--- src/rtl/qpu_pkg.sv ---
// -----------------------------------------------------------------------------
// qpu_pkg
// Shared definitions for the QPU program path: instruction width, program
// memory geometry, opcode constants, the loader state encoding and the single
// definition of the instruction field layout used by both the loader
// (encoding) and the instruction decoder (decoding).
// -----------------------------------------------------------------------------
package qpu_pkg;

    localparam int IW    = 7;   // instruction word width
    localparam int DEPTH = 16;  // program memory entries
    localparam int AW    = 4;   // program memory address width

    // Opcode field values. OPC_NOP with zero qubit fields encodes to 7'b0,
    // which is what the fetch port returns outside the loaded program.
    localparam logic [2:0] OPC_NOP  = 3'b000;
    localparam logic [2:0] OPC_X    = 3'b001;
    localparam logic [2:0] OPC_Z    = 3'b010;
    localparam logic [2:0] OPC_H    = 3'b011;
    localparam logic [2:0] OPC_CNOT = 3'b100;
    localparam logic [2:0] OPC_CZ   = 3'b101;
    localparam logic [2:0] OPC_SWAP = 3'b110;
    localparam logic [2:0] OPC_MEAS = 3'b111;

    // Program loader states.
    typedef enum logic [1:0] {
        LD_IDLE  = 2'd0,  // nothing loaded
        LD_LOAD  = 2'd1,  // accepting instruction beats
        LD_READY = 2'd2   // complete program resident
    } ld_state_t;

    // Instruction layout: opcode in [6:4], qubit1 in [3:2], qubit2 in [1:0].
    function automatic logic [IW-1:0] encode_instr(
        input logic [2:0] opcode,
        input logic [1:0] q1,
        input logic [1:0] q2
    );
        return {opcode, q1, q2};
    endfunction

endpackage

--- src/rtl/qpu_prog_mem.sv ---
// -----------------------------------------------------------------------------
// qpu_prog_mem
// DEPTH x IW program memory with one synchronous write port and one
// asynchronous (combinational) read port, so the PC sees a ROM-like fetch.
//
// Ports:
//   clk        in   clock
//   i_wr_en    in   write enable, sampled on rising clk
//   i_wr_addr  in   write address
//   i_wr_data  in   write data
//   i_rd_addr  in   read address
//   o_rd_data  out  contents at i_rd_addr (combinational)
// -----------------------------------------------------------------------------
module qpu_prog_mem #(
    parameter int DEPTH = 16,
    parameter int AW    = 4,
    parameter int IW    = 7
) (
    input  logic          clk,
    input  logic          i_wr_en,
    input  logic [AW-1:0] i_wr_addr,
    input  logic [IW-1:0] i_wr_data,
    input  logic [AW-1:0] i_rd_addr,
    output logic [IW-1:0] o_rd_data
);

    logic [IW-1:0] r_mem [DEPTH];

    // NOTE: the array has no reset; it maps onto plain storage, and the
    // loader's prog_len masking keeps stale contents from ever being fetched.
    always_ff @(posedge clk) begin
        if (i_wr_en) begin
            r_mem[i_wr_addr] <= i_wr_data;
        end
    end

    assign o_rd_data = r_mem[i_rd_addr];

endmodule

--- src/rtl/qpu_program_loader.sv ---
// -----------------------------------------------------------------------------
// qpu_program_loader
// Write-side replacement for the fixed QPU program ROM. Instruction fields
// arrive on a valid/ready stream, are encoded into IW-bit words and written
// into a DEPTH-entry program memory. The PC fetches combinationally; any
// address at or beyond prog_len reads as NOP (0). core_run is only high once
// a complete program has been loaded.
//
// Ports:
//   clk          in   clock
//   reset        in   asynchronous, active-high reset
//   load_start   in   pulse: begin / restart a program load
//   in_valid     in   instruction beat valid
//   in_ready     out  beat accepted when in_valid && in_ready
//   in_opcode    in   opcode field
//   in_q1        in   qubit1 field
//   in_q2        in   qubit2 field
//   in_last      in   final instruction of the program
//   load_done    out  one-cycle pulse after a load completes
//   overflow     out  sticky: program truncated at DEPTH entries
//   prog_len     out  number of valid instructions, 0..DEPTH
//   core_run     out  high while a complete program is resident
//   fetch_addr   in   PC address
//   fetch_instr  out  instruction at fetch_addr, 0 outside the program
// -----------------------------------------------------------------------------
module qpu_program_loader
    import qpu_pkg::*;
#(
    parameter int DEPTH = 16,
    parameter int AW    = 4,
    parameter int IW    = qpu_pkg::IW
) (
    input  logic          clk,
    input  logic          reset,
    input  logic          load_start,
    input  logic          in_valid,
    output logic          in_ready,
    input  logic [2:0]    in_opcode,
    input  logic [1:0]    in_q1,
    input  logic [1:0]    in_q2,
    input  logic          in_last,
    output logic          load_done,
    output logic          overflow,
    output logic [AW:0]   prog_len,
    output logic          core_run,
    input  logic [AW-1:0] fetch_addr,
    output logic [IW-1:0] fetch_instr
);

    ld_state_t     r_state;
    ld_state_t     w_state_nxt;

    logic [AW-1:0] r_wr_ptr;
    logic [AW:0]   r_prog_len;
    logic          r_overflow;
    logic          r_load_done;

    logic          w_accept;
    logic          w_at_end;
    logic          w_complete;
    logic          w_in_range;
    logic [IW-1:0] w_wr_data;
    logic [IW-1:0] w_rd_data;

    // A beat at the last address closes the load whether or not it is marked
    // in_last; without in_last it is a truncation.
    assign w_accept   = in_valid && in_ready;
    assign w_at_end   = (r_wr_ptr == AW'(DEPTH - 1));
    assign w_complete = w_accept && (in_last || w_at_end);
    assign w_wr_data  = encode_instr(in_opcode, in_q1, in_q2);

    // ---------------------------------------------------------------- state
    // NOTE: all clocked state uses non-blocking assignments so every register
    // samples the pre-edge values of the others, independent of block order.
    always_ff @(posedge clk or posedge reset) begin
        if (reset) begin
            r_state <= LD_IDLE;
        end else begin
            r_state <= w_state_nxt;
        end
    end

    // ----------------------------------------------------------- next state
    // load_start wins over everything: it (re)starts a load from any state.
    // in_ready is low in that cycle, so it never competes with a completion.
    always_comb begin
        // NOTE: default assignment first, so no path leaves the signal
        // unassigned and no latch is inferred.
        w_state_nxt = r_state;
        case (r_state)
            LD_IDLE: begin
                if (load_start) w_state_nxt = LD_LOAD;
            end
            LD_LOAD: begin
                if (load_start)      w_state_nxt = LD_LOAD;
                else if (w_complete) w_state_nxt = LD_READY;
            end
            LD_READY: begin
                if (load_start) w_state_nxt = LD_LOAD;
            end
            default: w_state_nxt = LD_IDLE;
        endcase
    end

    // -------------------------------------------------------------- outputs
    always_comb begin
        in_ready = 1'b0;
        core_run = 1'b0;
        case (r_state)
            LD_LOAD:  in_ready = !load_start;
            LD_READY: core_run = 1'b1;
            default: begin
                in_ready = 1'b0;
                core_run = 1'b0;
            end
        endcase
    end

    // ------------------------------------------------------------- datapath
    // Entering LOAD (from any state) clears pointer, length and overflow, so
    // the old program is invisible from the edge that sees load_start.
    always_ff @(posedge clk or posedge reset) begin
        if (reset) begin
            r_wr_ptr    <= '0;
            r_prog_len  <= '0;
            r_overflow  <= 1'b0;
            r_load_done <= 1'b0;
        end else begin
            r_load_done <= w_complete;
            if (load_start) begin
                r_wr_ptr   <= '0;
                r_prog_len <= '0;
                r_overflow <= 1'b0;
            end else if (w_accept) begin
                r_wr_ptr   <= r_wr_ptr + AW'(1);
                r_prog_len <= r_prog_len + (AW+1)'(1);
                if (w_at_end && !in_last) begin
                    r_overflow <= 1'b1;
                end
            end
        end
    end

    qpu_prog_mem #(
        .DEPTH (DEPTH),
        .AW    (AW),
        .IW    (IW)
    ) u_prog_mem (
        .clk       (clk),
        .i_wr_en   (w_accept),
        .i_wr_addr (r_wr_ptr),
        .i_wr_data (w_wr_data),
        .i_rd_addr (fetch_addr),
        .o_rd_data (w_rd_data)
    );

    // Out-of-program addresses read as NOP so PC wrap-around is harmless.
    assign w_in_range  = ({1'b0, fetch_addr} < r_prog_len);
    assign fetch_instr = w_in_range ? w_rd_data : '0;

    assign prog_len  = r_prog_len;
    assign overflow  = r_overflow;
    assign load_done = r_load_done;

endmodule

--- config.mk ---
export PLATFORM = sky130hd
export DESIGN_NAME = qpu_program_loader
export DESIGN_NICKNAME = d
export VERILOG_FILES = /design/src/rtl/qpu_pkg.sv /design/src/rtl/qpu_prog_mem.sv /design/src/rtl/qpu_program_loader.sv
export SDC_FILE = /design/constraint.sdc
export NUM_CORES = 1
export LEC_CHECK = 0
export ABC_AREA = 0
export BUFFER_PORTS_ARGS = -buffer_cell sky130_fd_sc_hd__buf_2
export CAP_MARGIN = 10
export CORE_ASPECT_RATIO = 0.5
export CORE_MARGIN = 2
export CORE_UTILIZATION = 60
export DETAILED_ROUTE_END_ITERATION = 10
export GPL_TIMING_DRIVEN = 0
export PLACE_DENSITY = 0.76
export SLEW_MARGIN = 20
export SYNTH_ARGS = -nofsm -noshare
export SYNTH_HDL_FRONTEND = slang
export SYNTH_SLANG_ARGS = --single-unit
--- constraint.sdc ---
create_clock -name clk -period 2 [get_ports clk]
set_input_delay 0.1 -clock clk [delete_from_list [all_inputs] [get_ports clk]]
set_output_delay 0.1 -clock clk [all_outputs]
set_load 0.01 [all_outputs]
==> After elaboration in Yosys (flattened, before gate mapping) <==
Memory sizes are Yosys's and may differ from the RTL's.
Index checks and enable logic that the tools add are counted.
{ "totals": {"mem_count": 1, "in_bits": 16, "ff_bits": 13, "mem_bits_rw": 112, "output_inout_bits": 16, "elab_cells": 42} }
{ "memory_table": {"columns": ["name", "depth", "width", "read_ports", "rd_clocked_by_memory_dff", "write_ports", "line", "rtl"], "rows": [
  ["u_prog_mem.r_mem", 16, 7, 1, 0, 1, "qpu_prog_mem.sv:27", "logic [IW-1:0] r_mem [DEPTH];"]
]} }
{ "op_classes": {"eq_ne": 5, "n_addsub": 2, "mux": 16, "n_lt_le_gt_ge": 1, "reduce_logical": 12} }
{ "ops": {"columns": ["operator", "count"], "rows": [
  ["$mux W5", 2],
  ["$mux W4", 2],
  ["$mux W1", 7],
  ["$mux W7", 1],
  ["$mux W2", 3],
  ["$add A5 B1 Y5 const B", 1],
  ["$lt A4 B5 Y1", 1],
  ["$add A4 B1 Y4 const B", 1],
  ["$eq A4 B4 Y1 const B", 1],
  ["$pmux W2 S2", 1],
  ["$reduce_and A2 Y1", 2],
  ["$reduce_bool A2 Y1", 2],
  ["$logic_and A1 B1 Y1", 3],
  ["$ne A3 B3 Y1 const B", 1],
  ["$eq A2 B1 Y1 const B", 1],
  ["$eq A2 B2 Y1 const B", 1],
  ["$logic_not A1 Y1", 2],
  ["$logic_not A2 Y1", 1],
  ["$ne A2 B1 Y1 const B", 1],
  ["$reduce_or A2 Y1", 1],
  ["$logic_or A1 B1 Y1", 1]
]} }

==> Logic depth before layout (Yosys ltp) <==
{ "logic_depth": {"ltp_word": 7, "mapped_depth": 6, "mapped_depth_nobuf": 5} }

==> By module <==
Synthesis repeated with hierarchy kept, for this count alone.
{ "hier_totals": {"hier_cells": 272, "area_unflattened_um2": 5152.4} }
{ "by_module_without_submodules": {"columns": ["mod", "area_each_um2", "cells_each", "instances", "seq_area_each_um2"], "rows": [
  ["qpu_prog_mem", 4390.5, 196, 1, 3363.2],
  ["qpu_program_loader", 762.0, 76, 1, 325.3]
]} }

==> Worst setup path before layout <==
Ideal clock, no wire load.
{ "synth_path": {"kind": "reg-to-reg", "startpoint": "register r_state[1]", "endpoint": "memory u_prog_mem.r_mem[0][0] (enable)", "path_buffers": 0, "period_less_slack_ns": 1.776, "setup_ns": 0.326, "slack_ns": 0.224, "arrival_ns": 1.450, "t_required_ns": 1.674, "path_stages_with_launch": 5, "path_cell_list": "dfrtp_1 > nor3b_1 > nand2_1 > nor3_1 > and2_1"} }
{ "synth_via": {"elab_chain_cells": 5} }
{ "synth_rtl": {"columns": ["element", "line", "rtl"], "rows": [
  ["from (decl)", "qpu_program_loader.sv:50", "ld_state_t r_state;"],
  ["from (signal assigned)", "qpu_program_loader.sv:79", "r_state <= w_state_nxt;"],
  ["$eq A2 B1 Y1", "qpu_program_loader.sv:109", "case (r_state)"],
  ["$mux W1", "qpu_program_loader.sv:109", null],
  ["net in_ready", "qpu_program_loader.sv:37", "output logic in_ready,"],
  ["$logic_and A1 B1 Y1", "qpu_program_loader.sv:67", "assign w_accept = in_valid && in_ready;"],
  ["$mux W1", "qpu_prog_mem.sv:32", "if (i_wr_en) begin"],
  ["$mux W1 (implied by the code)", "qpu_prog_mem.sv:33", "r_mem[i_wr_addr] <= i_wr_data;"],
  ["to (decl)", "qpu_prog_mem.sv:27", null]
]} }
The timed path passes the listed nets, and every way through them passes these cells.

==> Worst setup path in the final report <==
{ "layout_path": {"startpoint": "register r_prog_len[1] (netlist: prog_len[1])", "endpoint": "output fetch_instr[4]"} }
{ "layout_via": {"elab_chain_cells": 2} }
{ "layout_rtl": {"columns": ["element", "line", "rtl"], "rows": [
  ["from (decl)", "qpu_program_loader.sv:54", "logic [AW:0] r_prog_len;"],
  ["from (signal assigned)", "qpu_program_loader.sv:136", "r_prog_len <= r_prog_len + (AW+1)'(1);"],
  ["$lt A4 B5 Y1", "qpu_program_loader.sv:158", "assign w_in_range = ({1'b0, fetch_addr} < r_prog_len);"],
  ["$mux W7", "qpu_program_loader.sv:159", "assign fetch_instr = w_in_range ? w_rd_data : '0;"],
  ["to (decl)", "qpu_program_loader.sv:47", "output logic [IW-1:0] fetch_instr"]
]} }
No other way between the ends.

==> metrics.txt <==
Worst Path Arrival=slightly below 2000 ps; cell total after placement=416; FP Rows=23; crit start category=register; Net Sw Power=1.29 mW; switching share of power=21.0%; Fin. Hold Viols=0; Final Critical Period=about 2100 ps; #FFs+latches synth=between 100 and 150; Logic pwr share=6.5%; router iterations before antenna repair=5; Req. time, crit path=1900 ps; Post-DRT Antenna Nets=0; Yosys warning total=0; dpl hpwl=7010 um; chip width=~140 um; Via density=6.17; Worst Hold Slack=86.7 ps; H-Tree Depth=4; status=finished, violations left; Total Power=6.14 mW; clock latency at the later pin of the worst-skew pair=about 410 ps; GRT Util Overall=27.0%; area of the multi-input gates=between 1000 and 1500 um2; critical path's top delay family=compound AO/OA/AOI/OAI gates; Leak=around 2.3 nW; total die area=9450 um2; CTS tree=yes; Final Core Density=between 70% and 80%; Die Ht=roughly 70 um; final setup violation count=7; Core Box Area=8200 um2; max_slew headroom=66.8%; Buf/Inv on CP=2; DR WL/cell=between 20 and 25 um; area growth from synthesis to layout=18.1%; largest net degree at the start of global routing=17; number of port buffers=30; Clock Path Buffers=2; Cell variety after synth=31; actual slew at the worst max-slew pin=498 ps; CTS clk-pin slew, worst paths=60 ps; GP Congestion=between 0.7 and 0.8; post-route setup TNS=-317 ps; clk sinks=~130; Worst Path Max Fanout=7; Pint=just under 5 mW; initial antenna violation count=0; first-pass GRT wire length=17300 um; Avg Synthesized Cell Area=18.9 um2; clock network fraction of total power=46.3%; sequential share of power=between 40% and 50%; filler instances=482; CP Class=reg2out; failing checks=negative setup slack; Antenna Cells=0; Synth Cell Area=5190 um2; nets=353; worst hold path type=in2reg; fraction of layout cells with a size suffix above 1=33.3%; Final Slew Violations=0; routed vias=about 2800; clock root buffer=clkbuf_16; Initial Util=63.2%; Final Worst Setup Slack=-66.7 ps; Num CTS Buffers=17; Crit path largest cell delay=400 ps; num ports=32; WL final=11300 um; max cap viols=0; Post-Syn Instances=274; final period utilization=103%; DRC=0; part of the Yosys area used for sequential elements=71.1%; maximum clock frequency=484 MHz; RSZ-0062 raised after global routing=true; maximum vdd drop=600 uV; Worst Clk Skew=7.08 ps; syn nets=about 300; Remaining Overflow, GRT=0; FF+latch area=between 3000 and 4000 um2; number of global-route vias before repair=2891; pwr dens=between 1000 and 1500 nW/um2; drt first-iter violations=405; Critical-path top delay cell=a211o_4; CP endpoint kind=primary output; CP cell instances=inv_2 -> ha_4 -> a21o_1 -> a211o_4 -> a21oi_2 -> buf_2; non-filler instance count after layout=454
[metal layers]
| metal | up-vias | global-route usage, % | wire [um] |
|---|---|---|---|
| met2 | 146 | 40.3 | 5380 |
| met3 | 13 | 9.87 | 980 |
| li1 | 1209 | - | - |
| met4 | 0 | 8.33 | 123 |
| met1 | 1434 | 37.7 | 4820 |
| met5 | - | 0 | 0 |
[cells in the mapped netlist]
cell type | n | area [um2]
edfxtp_1 | 112 | 3360
a31oi_1 | 1 | 6.26
buf_6 | 1 | 11.3
a21oi_1 | 12 | 60.1
clkbuf_1 | 2 | 7.51
nor2_1 | 16 | 60.1
mux2i_1 | 14 | 140
and4bb_2 | 1 | 12.5
nand4_1 | 3 | 18.8
and3b_1 | 1 | 8.76
and2_1 | 5 | 31.3
dfrtp_1 | 13 | 325
nor3_1 | 1 | 5.00
xor2_1 | 3 | 26.3
a21o_1 | 1 | 7.51
and3_1 | 11 | 68.8
mux4_2 | 20 | 450
buf_12 | 1 | 20.0
a211o_1 | 2 | 17.5
buf_2 | 7 | 35.0
mux4_1 | 8 | 210
nor3b_1 | 1 | 7.51
nand3_1 | 1 | 5.00
inv_1 | 10 | 37.5
ha_1 | 8 | 100
nand2_1 | 5 | 18.8
xnor2_1 | 4 | 35.0
buf_4 | 1 | 7.51
mux2_2 | 7 | 78.8
o21ai_0 | 1 | 5.00
nand2b_1 | 1 | 6.26
[worst paths after layout]
path / endpoint / slack (ps) / from / cells past startpoint
max: fetch_instr[4] / -70 / prog_len[1] / 6
min: u_prog_mem.r_mem[11][5] / 90 / in_opcode[1] / 1
max reg2reg: u_prog_mem.r_mem[0][0] / 100 / r_state[1] / 4
min reg2reg: overflow / 520 / overflow / 2
max in group asynchronous: r_wr_ptr[2] / 1410 / reset / 3
min in group asynchronous: overflow / 260 / reset / 3
[flip-flops by register name, summed over array words and instances, names as in the netlist]
signal and count:
u_prog_mem.r_mem 112, load_done 1, overflow 1, r_state 2
r_wr_ptr 4, prog_len 5
[cell usage in the layout, fill, tap and decap left out, types with 6 or more instances in the layout]
cell type  count
a21oi_1        8
buf_2         37
inv_1          9
mux4_1         7
dfrtp_1       13
mux2i_1       13
nor2_1        15
and3_2         6
clkbuf_1       7
clkbuf_16     17
ha_1           7
mux4_2        21
mux2_2         6
edfxtp_1     112
[per-stage QoR]
stage / setup slack, ps / instance area (um2)
2_1_floorplan: 224 / 5190
3_3_place_gp: 145 / 5480
3_5_place_dp: 16.4 / 5480
4_1_cts: -68.9 / 6090
5_1_grt: -157 / 6130
6_report: -66.7 / 6130
[power by group through the flow]
stage	combinational (mW)	sequential [mW]	clock [mW]
after global placement	0.347	2.95	0
final	0.398	2.90	2.85
after detailed placement	0.361	2.95	0
after CTS	0.385	2.90	2.86
after global routing	0.432	2.90	2.99
after floorplan	0.223	2.95	0
[kinds of logic after synthesis]
logic type,count (synthesis),share of synthesized area [%]
flip-flops,125,71.1
multiplexers,49,17.0
AND/OR/NAND/NOR,46,4.68
buffers and inverters,22,2.29
AO/OA/AOI/OAI,17,1.86
adder cells (fa/ha/maj),8,1.93
XOR/XNOR,7,1.18
[cell type report]
class,instances,area share [%]
inverter,10,0.613
tap,112,2.29
timing repair buffer,36,3.31
clock buffer,22,7.25
buffer,12,1.33
sequential,125,60.2
clock inverter,10,1.59
multi-input combinational,127,23.4
[what timing repair did]
item	in CTS	in global routing
endpoints found under the hold margin	15	0
gates resized for setup	6	15
setup buffers	2	1
endpoints found under the setup margin	7	77
hold buffers	3	0
pin swaps	4	3
(Power assumes the default switching activity.)
